--- config.mk ---
export PLATFORM = sky130hd
export DESIGN_NAME = unrank_seq
export DESIGN_NICKNAME = d
export VERILOG_FILES = /design/src/rtl/unrank_pkg.sv /design/src/rtl/unrank_colbank.sv /design/src/rtl/unrank_seq.sv
export SDC_FILE = /design/constraint.sdc
export NUM_CORES = 1
export LEC_CHECK = 0
export BUFFER_PORTS_ARGS = -buffer_cell sky130_fd_sc_hd__buf_2
export CAP_MARGIN = 25
export CORE_MARGIN = 4
export CORE_UTILIZATION = 55
export DETAILED_ROUTE_END_ITERATION = 7
export PLACE_DENSITY = 0.73
export SETUP_SLACK_MARGIN = 0.05
export SYNTH_ARGS = -nofsm -noshare
export SYNTH_HDL_FRONTEND = slang
export SYNTH_SLANG_ARGS = --single-unit
--- constraint.sdc ---
create_clock -name clk -period 4.2 [get_ports clk]
set_input_delay 0.21 -clock clk [delete_from_list [all_inputs] [get_ports clk]]
set_output_delay 0.21 -clock clk [all_outputs]
set_load 0.03 [all_outputs]
--- src/rtl/unrank_pkg.sv ---
// Shared constants, state encoding and binomial helpers for the combinadic unranker.
package unrank_pkg;

    function automatic int clog2(input int value);
        int bits;
        bits = 0;
        while ((1 << bits) < value) begin
            bits++;
        end
        return bits;
    endfunction

    function automatic longint unsigned fact(input int n);
        longint unsigned acc;
        acc = 1;
        for (int i = 2; i <= n; i++) begin
            acc = acc * longint'(i);
        end
        return acc;
    endfunction

    function automatic int unsigned binom(input int n, input int k);
        if (k < 0 || k > n) begin
            return 0;
        end
        return int'(fact(n) / (fact(k) * fact(n - k)));
    endfunction

    localparam int DEF_NUM_WIDTH = 10;
    localparam int DEF_ROWS_NUM  = 13;
    localparam int DEF_K_MAX     = 4;
    localparam int DEF_ROW_WIDTH = clog2(DEF_ROWS_NUM);
    localparam int DEF_K_WIDTH   = 3;

    typedef enum logic [2:0] {
        IDLE,
        LOAD,
        STEP,
        EMIT,
        FIN
    } state_t;

    // Number of k-subsets of the row range; a rank must stay strictly below this.
    localparam int unsigned BOUND [0:DEF_K_MAX] = '{
        binom(DEF_ROWS_NUM, 0),
        binom(DEF_ROWS_NUM, 1),
        binom(DEF_ROWS_NUM, 2),
        binom(DEF_ROWS_NUM, 3),
        binom(DEF_ROWS_NUM, 4)
    };

endpackage

--- src/rtl/unrank_colbank.sv ---
// Per-column binomial search for every k, plus the mux that picks the active column j.
module unrank_colbank
    import unrank_pkg::*;
#(
    parameter int NUM_WIDTH = DEF_NUM_WIDTH,
    parameter int ROWS_NUM  = DEF_ROWS_NUM,
    parameter int K_MAX     = DEF_K_MAX,
    parameter int ROW_WIDTH = DEF_ROW_WIDTH,
    parameter int K_WIDTH   = DEF_K_WIDTH
) (
    input  logic [NUM_WIDTH-1:0] remainder,
    input  logic [K_WIDTH-1:0]   j,
    output logic [ROW_WIDTH-1:0] row,
    output logic [NUM_WIDTH-1:0] val
);

    logic [K_MAX:1][ROW_WIDTH-1:0] col_row;
    logic [K_MAX:1][NUM_WIDTH-1:0] col_val;

    for (genvar g = 1; g <= K_MAX; g++) begin : g_col
        localparam int COL_INDEX = g;
        logic [ROWS_NUM-1:0][NUM_WIDTH-1:0] tab;
        logic [ROW_WIDTH-1:0] best_row;
        logic [NUM_WIDTH-1:0] best_val;

        for (genvar c = 0; c < ROWS_NUM; c++) begin : g_tab
            assign tab[c] = NUM_WIDTH'(binom(c, COL_INDEX));
        end

        // C(c,k) is non-decreasing in c, so the last hit is the largest fitting row.
        always_comb begin
            best_row = '0;
            best_val = '0;
            for (int c = 0; c < ROWS_NUM; c++) begin
                if (tab[c] <= remainder) begin
                    best_row = ROW_WIDTH'(c);
                    best_val = tab[c];
                end
            end
        end

        assign col_row[g] = best_row;
        assign col_val[g] = best_val;
    end

    always_comb begin
        row = '0;
        val = '0;
        for (int k = 1; k <= K_MAX; k++) begin
            if (j == K_WIDTH'(k)) begin
                row = col_row[k];
                val = col_val[k];
            end
        end
    end

endmodule

--- src/rtl/unrank_seq.sv ---
// Combinadic unranking sequencer: walks columns k..1 and streams one element per step.
module unrank_seq
    import unrank_pkg::*;
#(
    parameter int NUM_WIDTH = DEF_NUM_WIDTH,
    parameter int ROWS_NUM  = DEF_ROWS_NUM,
    parameter int K_MAX     = DEF_K_MAX,
    parameter int ROW_WIDTH = DEF_ROW_WIDTH,
    parameter int K_WIDTH   = DEF_K_WIDTH
) (
    input  logic                 clk,
    input  logic                 rst_n,
    input  logic                 start,
    input  logic [K_WIDTH-1:0]   k_in,
    input  logic [NUM_WIDTH-1:0] rank_in,
    output logic                 busy,
    output logic                 done,
    output logic                 err,
    output logic                 out_valid,
    input  logic                 out_ready,
    output logic [ROW_WIDTH-1:0] out_elem,
    output logic                 out_last
);

    state_t               state;
    state_t               state_next;
    logic [NUM_WIDTH-1:0] remainder;
    logic [K_WIDTH-1:0]   j;
    logic [ROW_WIDTH-1:0] sel_row;
    logic [NUM_WIDTH-1:0] sel_val;
    logic                 req_bad;

    unrank_colbank #(
        .NUM_WIDTH (NUM_WIDTH),
        .ROWS_NUM  (ROWS_NUM),
        .K_MAX     (K_MAX),
        .ROW_WIDTH (ROW_WIDTH),
        .K_WIDTH   (K_WIDTH)
    ) u_colbank (
        .remainder (remainder),
        .j         (j),
        .row       (sel_row),
        .val       (sel_val)
    );

    // Request is rejected when k is too large or the rank has no k-subset.
    always_comb begin
        req_bad = 1'b0;
        if (32'(j) > 32'(K_MAX)) begin
            req_bad = 1'b1;
        end
        for (int k = 1; k <= K_MAX; k++) begin
            if (j == K_WIDTH'(k) && 32'(remainder) >= BOUND[k]) begin
                req_bad = 1'b1;
            end
        end
    end

    always_ff @(posedge clk or negedge rst_n) begin
        if (!rst_n) begin
            state <= IDLE;
        end else begin
            state <= state_next;
        end
    end

    always_comb begin
        state_next = state;
        case (state)
            IDLE:    if (start) state_next = LOAD;
            LOAD:    state_next = (j == '0 || req_bad) ? FIN : STEP;
            STEP:    state_next = EMIT;
            EMIT:    if (out_ready) state_next = (j == K_WIDTH'(1)) ? FIN : STEP;
            FIN:     state_next = IDLE;
            default: state_next = IDLE;
        endcase
    end

    always_ff @(posedge clk or negedge rst_n) begin
        if (!rst_n) begin
            remainder <= '0;
            j         <= '0;
            out_elem  <= '0;
            out_last  <= 1'b0;
            err       <= 1'b0;
        end else begin
            case (state)
                IDLE: begin
                    if (start) begin
                        remainder <= rank_in;
                        j         <= k_in;
                        err       <= 1'b0;
                    end
                end
                LOAD: err <= req_bad;
                STEP: begin
                    out_elem  <= sel_row;
                    out_last  <= (j == K_WIDTH'(1));
                    remainder <= remainder - sel_val;
                end
                EMIT: begin
                    if (out_ready && j != K_WIDTH'(1)) begin
                        j <= j - K_WIDTH'(1);
                    end
                end
                default: ;
            endcase
        end
    end

    assign busy      = (state != IDLE);
    assign done      = (state == FIN);
    assign out_valid = (state == EMIT);

endmodule

# Word level (Yosys, flattened, before mapping)
# Index checks and enable logic that the tools add are counted.
dict set report totals {
  ff_bits 22
  inputBits 17
  out_inout_bits 9
  word_cells 182
}
dict set report op_classes {
  add_sub_neg 2
  order_cmp 37
  n_eq_ne 12
  mux 109
  n_reduce_logical 16
}
# cell count
set ops {}
lappend ops {{$mux W10} 35}
lappend ops {{$mux W4} 29}
lappend ops {{$le A4 B10 Y1 const A} 6}
lappend ops {{$mux W3} 19}
lappend ops {{$le A6 B10 Y1 const A} 5}
lappend ops {{$le A7 B10 Y1 const A} 5}
lappend ops {{$le A3 B10 Y1 const A} 4}
lappend ops {{$le A5 B10 Y1 const A} 3}
lappend ops {{$le A8 B10 Y1 const A} 3}
lappend ops {{$le A1 B10 Y1 const A} 2}
lappend ops {{$le A2 B10 Y1 const A} 2}
lappend ops {{$le A9 B10 Y1 const A} 2}
lappend ops {{$pmux W10 S2} 1}
lappend ops {{$mux W9} 2}
lappend ops {{$mux W2} 7}
lappend ops {{$mux W7} 2}
lappend ops {{$eq A3 B2 Y1 const B} 4}
lappend ops {{$pmux W3 S4} 1}
lappend ops {{$ge A10 B10 Y1 const B} 1}
lappend ops {{$ge A10 B4 Y1 const B} 1}
lappend ops {{$ge A10 B7 Y1 const B} 1}
lappend ops {{$ge A10 B9 Y1 const B} 1}
lappend ops {{$sub A10 B10 Y10} 1}
lappend ops {{$mux W1} 9}
lappend ops {{18 further kinds} 30}

# Longest topological paths before layout
dict set report logic_depth {
  depth_word 19
  depth_mapped 19
  mapped_depth_nobuf 18
}

# By module
# From an unflattened synthesis, not the netlist that was laid out.
dict set report hier_totals {
  hier_cells 400
  area_unflattened_um2 2940.3
}
# mod n_inst cells_per_inst area_each_um2 seq_area_each_um2
set modules_own_cells {}
lappend modules_own_cells {unrank_seq 1 193 1625.3 550.5}
lappend modules_own_cells {unrank_colbank 1 207 1315.0 0.0}

# Least setup slack after synthesis
# No wires, ideal clock.
dict set report synth_path {
  path_type {flip-flop to flip-flop}
  from {reg remainder[8]}
  to {reg remainder[9]}
  setup_ps 137
  arrival_ps 3223
  required_time_ps 4063
  slack_ps 840
  path_stages_with_launch 17
  n_path_buf 2
  synth_period_minus_slack_ps 3360
  path_cell_list {dfrtp_1 > buf_6 > or4_4 > buf_6 > nor2_4 > nand2_1 > o21ai_0 > a21oi_1 > or3_1 > ha_1 > nor2b_1 > o21a_1 > o21ai_0 > a2111o_1 > o21ai_0 > xor2_1 > a21oi_1}
}
dict set report synth_via {
  elab_chain_cells 19
  word_cells_on_any_way 76
  cone_classes {add/sub (1); order compare (31); mux (44)}
}
# element line_no
set synth_rtl {}
lappend synth_rtl {{start, declared} unrank_seq.sv:27} ;# logic [NUM_WIDTH-1:0] remainder;
lappend synth_rtl {{start signal, assigned} unrank_seq.sv:90} ;# remainder <= rank_in;
lappend synth_rtl {{start signal, assigned} unrank_seq.sv:99} ;# remainder <= remainder - sel_val;
lappend synth_rtl {{$le A1 B10 Y1} unrank_colbank.sv:35} ;# if (tab[c] <= remainder) begin
lappend synth_rtl {{$mux W1} unrank_colbank.sv:35}
lappend synth_rtl {{$mux W10 (11 in a row)} unrank_colbank.sv:35}
lappend synth_rtl {{$mux W10 (4 in a row)} unrank_colbank.sv:50} ;# if (j == K_WIDTH'(k)) begin
lappend synth_rtl {{$sub A10 B10 Y10 (*)} unrank_seq.sv:99}
lappend synth_rtl {{$pmux W10 S2 (*)} unrank_seq.sv:87} ;# case (state)
# Every way passes the cells marked *; elsewhere a longest branch is shown, timed or not.
# A chain may end at the register's enable or synchronous reset.

# Worst setup path after layout
dict set report layout_path {
  from {reg remainder[6]}
  to {reg remainder[6]}
}
# Same word-level chain as after synthesis.

==> results.py <==
metrics = {
    "status": {
        "status": "finished, final reports clean",
    },
    "floorplan": {
        "rows": 25,
        "die_area_um2": 6070,
        "dieWidth_um": 77.9,
        "initial_core_util_pct": 56.9,
        "io_pins": 26,
        "core_um2": 4720,
        "die_y_um": 77.9,
    },
    "pwr": {
        "sequentialPowerShare_pct": 19.3,
        "pwr-share-comb_pct": 74.0,
        "netSwitchingFraction_pct": 55.5,
        "power_density_nw_per_um2": 990,
        "peakVddDrop_mv": 0.673,
        "switching_power_mw": 1.68,
        "power_frac_clock_pct": 6.7,
        "leakage_nw": 1.27,
        "p_int_mw": 1.34,
    },
    "route": {
        "route.detailed.drc": 0,
        "wl_per_cell_um": 19.5,
        "via_per_inst": 6.53,
        "drtAntennaViolNets": 0,
        "drt_wl_total_mm": 9.34,
        "firstDrtPassIters": 5,
        "vias": 3132,
        "drt_iter0_markers": 426,
    },
    "global_route": {
        "grt_pass1_vias": 2896,
        "grt_pass1_wl_mm": 15.0,
        "grt-ovfl-total": 0,
        "grt_use_total_pct": 31.2,
        "grt_max_degree": 30,
        "grt_antenna_before_repair": 0,
    },
    "logic_synthesis": {
        "synth-edff-count": 0,
        "synth_warnings": 0,
        "yosysUniqueCellTypes": 65,
        "ys_ff_latch": 22,
        "synth_flop_cell": "dfrtp_1",
        "synth-async-reset-ratio_pct": 100,
        "synth_area_um2": 2690,
        "synth_area_per_cell_um2": 7.02,
        "syn_inst": 383,
        "syn-num-nets": 415,
        "synth-seq-area-share_pct": 20.5,
    },
    "setup_path": {
        "worstPathCellList": "buf_4 > or4_4 > nor2_4 > nand2_1 > o21ai_1 > nand2_1 > a21oi_1 > or3_1 > ha_1 > inv_1 > fa_1 > a21o_1 > a21oi_1 > nand2b_1 > nand2b_1 > a21oi_1 > xor2_1 > a21oi_1",
        "r2r_cells": 18,
        "slowest_delay_ns": 0.59,
        "r2r_slack_ns": 0.31,
        "crit_slowest_cell": "or4_4",
        "cp.required_ns": 4.34,
        "crit_fanout": 9,
        "regToRegStartpoint": "remainder[6]$_DFFE_PN0P_",
        "worst_path_most_repeated_cell": "a21oi_1",
        "start_kind": "register",
        "crit_type": "reg2reg",
        "worstPathArrival_ns": 4.02,
        "timing.rr.end": "remainder[6]$_DFFE_PN0P_",
        "crit_path_end_kind": "register",
        "crit_path_start": "remainder[6]$_DFFE_PN0P_",
    },
    "sta": {
        "finalSetupViolations": 0,
        "hold_violations": 0,
        "setup_tns_ns": 0,
        "finClkSkew_ns": 0.0154,
        "whs_ns": 0.157,
        "slew_violations": 0,
        "post-route-period-util_pct": 92.5,
        "period_needed_ns": 3.89,
        "rsz0062_at_grt": "no",
        "slew_headroom_pct": 37.5,
        "tightest_slew_ns": 0.937,
        "max_freq_ghz": 0.257,
    },
    "clocking": {
        "htree_num_levels": 1,
        "cts_tree": "done",
        "path_clk_slew_ns": 0.09,
        "cts_buffers": 3,
        "cts.sinks": 22,
        "cts_resized": 0,
        "clkLatencyLatePin_ns": 0.27,
        "root_buffer": "clkbuf_8",
        "ctsLongestPathBuffers": 2,
    },
    "worst_hold_path": {
        "min-delay-start": "k_in[0]",
        "holdPathEnd": "j[0]$_DFFE_PN0P_",
        "hold_path_class": "in2reg",
        "hold_depth": 3,
    },
    "run": {
        "cap_viol_max_count": 0,
    },
    "placement": {
        "hpwl_mm": 7.13,
        "place.port_buffers": 25,
        "gp_congestion": 1.05,
    },
    "cells_and_area": {
        "ff_latch_area_um2": 551,
        "drive_gt1_share_pct": 16.5,
        "nFillCells": 427,
        "diodes": 0,
        "area_delta_synth_final_pct": 13.5,
        "multi_input_area_um2": 1970,
        "fin_nets": 446,
    },
}
repair_timing:
action	in CTS	in global routing
buffers inserted	0	3
hold buffers	1	0
hold endpoints to repair	22	0
endpoints found under the setup margin	0	1
power groups by stage:
stage                     clock, mW  combinational (mW)  sequential, mW
after CTS                     0.204                2.18           0.567
after global routing          0.214                2.44           0.603
after floorplan                   0                1.69           0.439
after global placement            0                2.14           0.563
after detailed placement          0                2.16           0.571
final                         0.202                2.24           0.583
how the worst max path moves through the flow:
stage                                    end
finish              remainder[6]$_DFFE_PN0P_
global route        remainder[6]$_DFFE_PN0P_
CTS                 remainder[6]$_DFFE_PN0P_
detailed placement  remainder[6]$_DFFE_PN0P_
global placement    remainder[6]$_DFFE_PN0P_
floorplan           remainder[9]$_DFFE_PN0P_
per-layer routing:
layer	GRT usage, %	part of all wire [%]
met5	0	0
met4	10.8	3.5
met3	5.22	9.4
met2	50.1	46
met1	42.4	41
critical path: cells and delay by family, from the launching register on:
| kind | cells | cell delay [ns] |
|---|---|---|
| and+or+nand+nor | 7 | 1.39 |
| AOI/OAI and AO/OA | 6 | 0.89 |
| adders and majority gates | 2 | 0.57 |
| DFF | 1 | 0.47 |
| buffers and inverters | 2 | 0.27 |
| xor gates and xnor gates | 1 | 0.17 |
Yosys cell counts (all sizes together), types with 2 or more instances:
| cell type | instances | area [um2] |
|---|---|---|
| a211oi | 7 | 52.6 |
| a21o | 3 | 22.5 |
| a21oi | 60 | 304 |
| a221o | 2 | 20.0 |
| a221oi | 3 | 26.3 |
| a311oi | 2 | 17.5 |
| a31o | 2 | 17.5 |
| a31oi | 4 | 25.0 |
| and3 | 2 | 12.5 |
| buf | 16 | 88.8 |
| clkbuf | 10 | 37.5 |
| dfrtp | 22 | 551 |
| ha | 14 | 175 |
| inv | 13 | 48.8 |
| mux2i | 5 | 50.1 |
| nand2 | 37 | 139 |
| nand2b | 14 | 87.6 |
| nand3 | 7 | 35.0 |
| nor2 | 39 | 156 |
| nor2b | 8 | 50.1 |
| nor3 | 11 | 55.1 |
| nor3b | 3 | 22.5 |
| nor4 | 6 | 52.6 |
| o211ai | 3 | 22.5 |
| o21a | 3 | 22.5 |
| o21ai | 40 | 200 |
| o221ai | 2 | 17.5 |
| o22ai | 3 | 18.8 |
| o31ai | 6 | 45.0 |
| or2 | 5 | 31.3 |
| or3 | 3 | 23.8 |
| xnor2 | 3 | 26.3 |
| xor2 | 4 | 35.0 |
area by class of cell:
class | instances | share of cell area, %
clock buffer | 3 | 1.35
timing repair buffer | 52 | 10.8
inverter | 13 | 1.60
tap | 67 | 2.75
clock inverter | 1 | 0.984
multi-input combinational | 322 | 64.5
sequential | 22 | 18.0
logic make-up (layout without fill, tap and decap cells):
logic type | count (synthesis) | in the layout | share of synthesized area [%]
compound gates | 154 | 154 | 35.0
xor+xnor | 7 | 7 | 2.28
mux | 6 | 6 | 2.28
fa+ha+maj | 15 | 15 | 7.26
buf+inv | 39 | 69 | 6.52
flops | 22 | 22 | 20.5
simple gates | 140 | 140 | 26.2
per-stage QoR:
step / power [mW] / utilization, % / setup WS, ns / instance area [um2] / std cells
final: 3.02 / 64.6 / 0.314 / 3050 / 480
after global placement: 2.71 / 62.4 / 0.392 / 2950 / 472
after CTS: 2.95 / 64.1 / 0.301 / 3030 / 477
after detailed placement: 2.74 / 62.4 / 0.327 / 2950 / 472
after global routing: 3.26 / 64.6 / 0.0870 / 3050 / 480
after floorplan: 2.13 / - / 0.840 / 2690 / 383
cell usage in the layout (no fill, tap or decap), drive strengths merged, types with 2 or more instances in the layout:
| master | count |
|---|---|
| o21ai | 40 |
| o21a | 3 |
| nor3 | 11 |
| and3 | 2 |
| nand2b | 14 |
| a211oi | 7 |
| a221oi | 3 |
| o22ai | 3 |
| a311oi | 2 |
| ha | 14 |
| or3 | 3 |
| or2 | 5 |
| nand2 | 37 |
| mux2i | 5 |
| xor2 | 4 |
| inv | 13 |
| buf | 51 |
| o211ai | 3 |
| nor3b | 3 |
| a21oi | 60 |
| clkbuf | 3 |
| nor2 | 39 |
| a31oi | 4 |
| nor2b | 8 |
| a31o | 2 |
| o221ai | 2 |
| nand3 | 7 |
| a21o | 3 |
| o31ai | 6 |
| xnor2 | 3 |
| dfrtp | 22 |
| nor4 | 6 |
| a221o | 2 |
sequential cells by signal (all words and copies together) (netlist names):
| register | flops |
|---|---|
| out_elem | 4 |
| remainder | 10 |
| state | 3 |
| out_last | 1 |
| err | 1 |
| j | 3 |
Note: power is estimated with default switching activity, not from simulation.
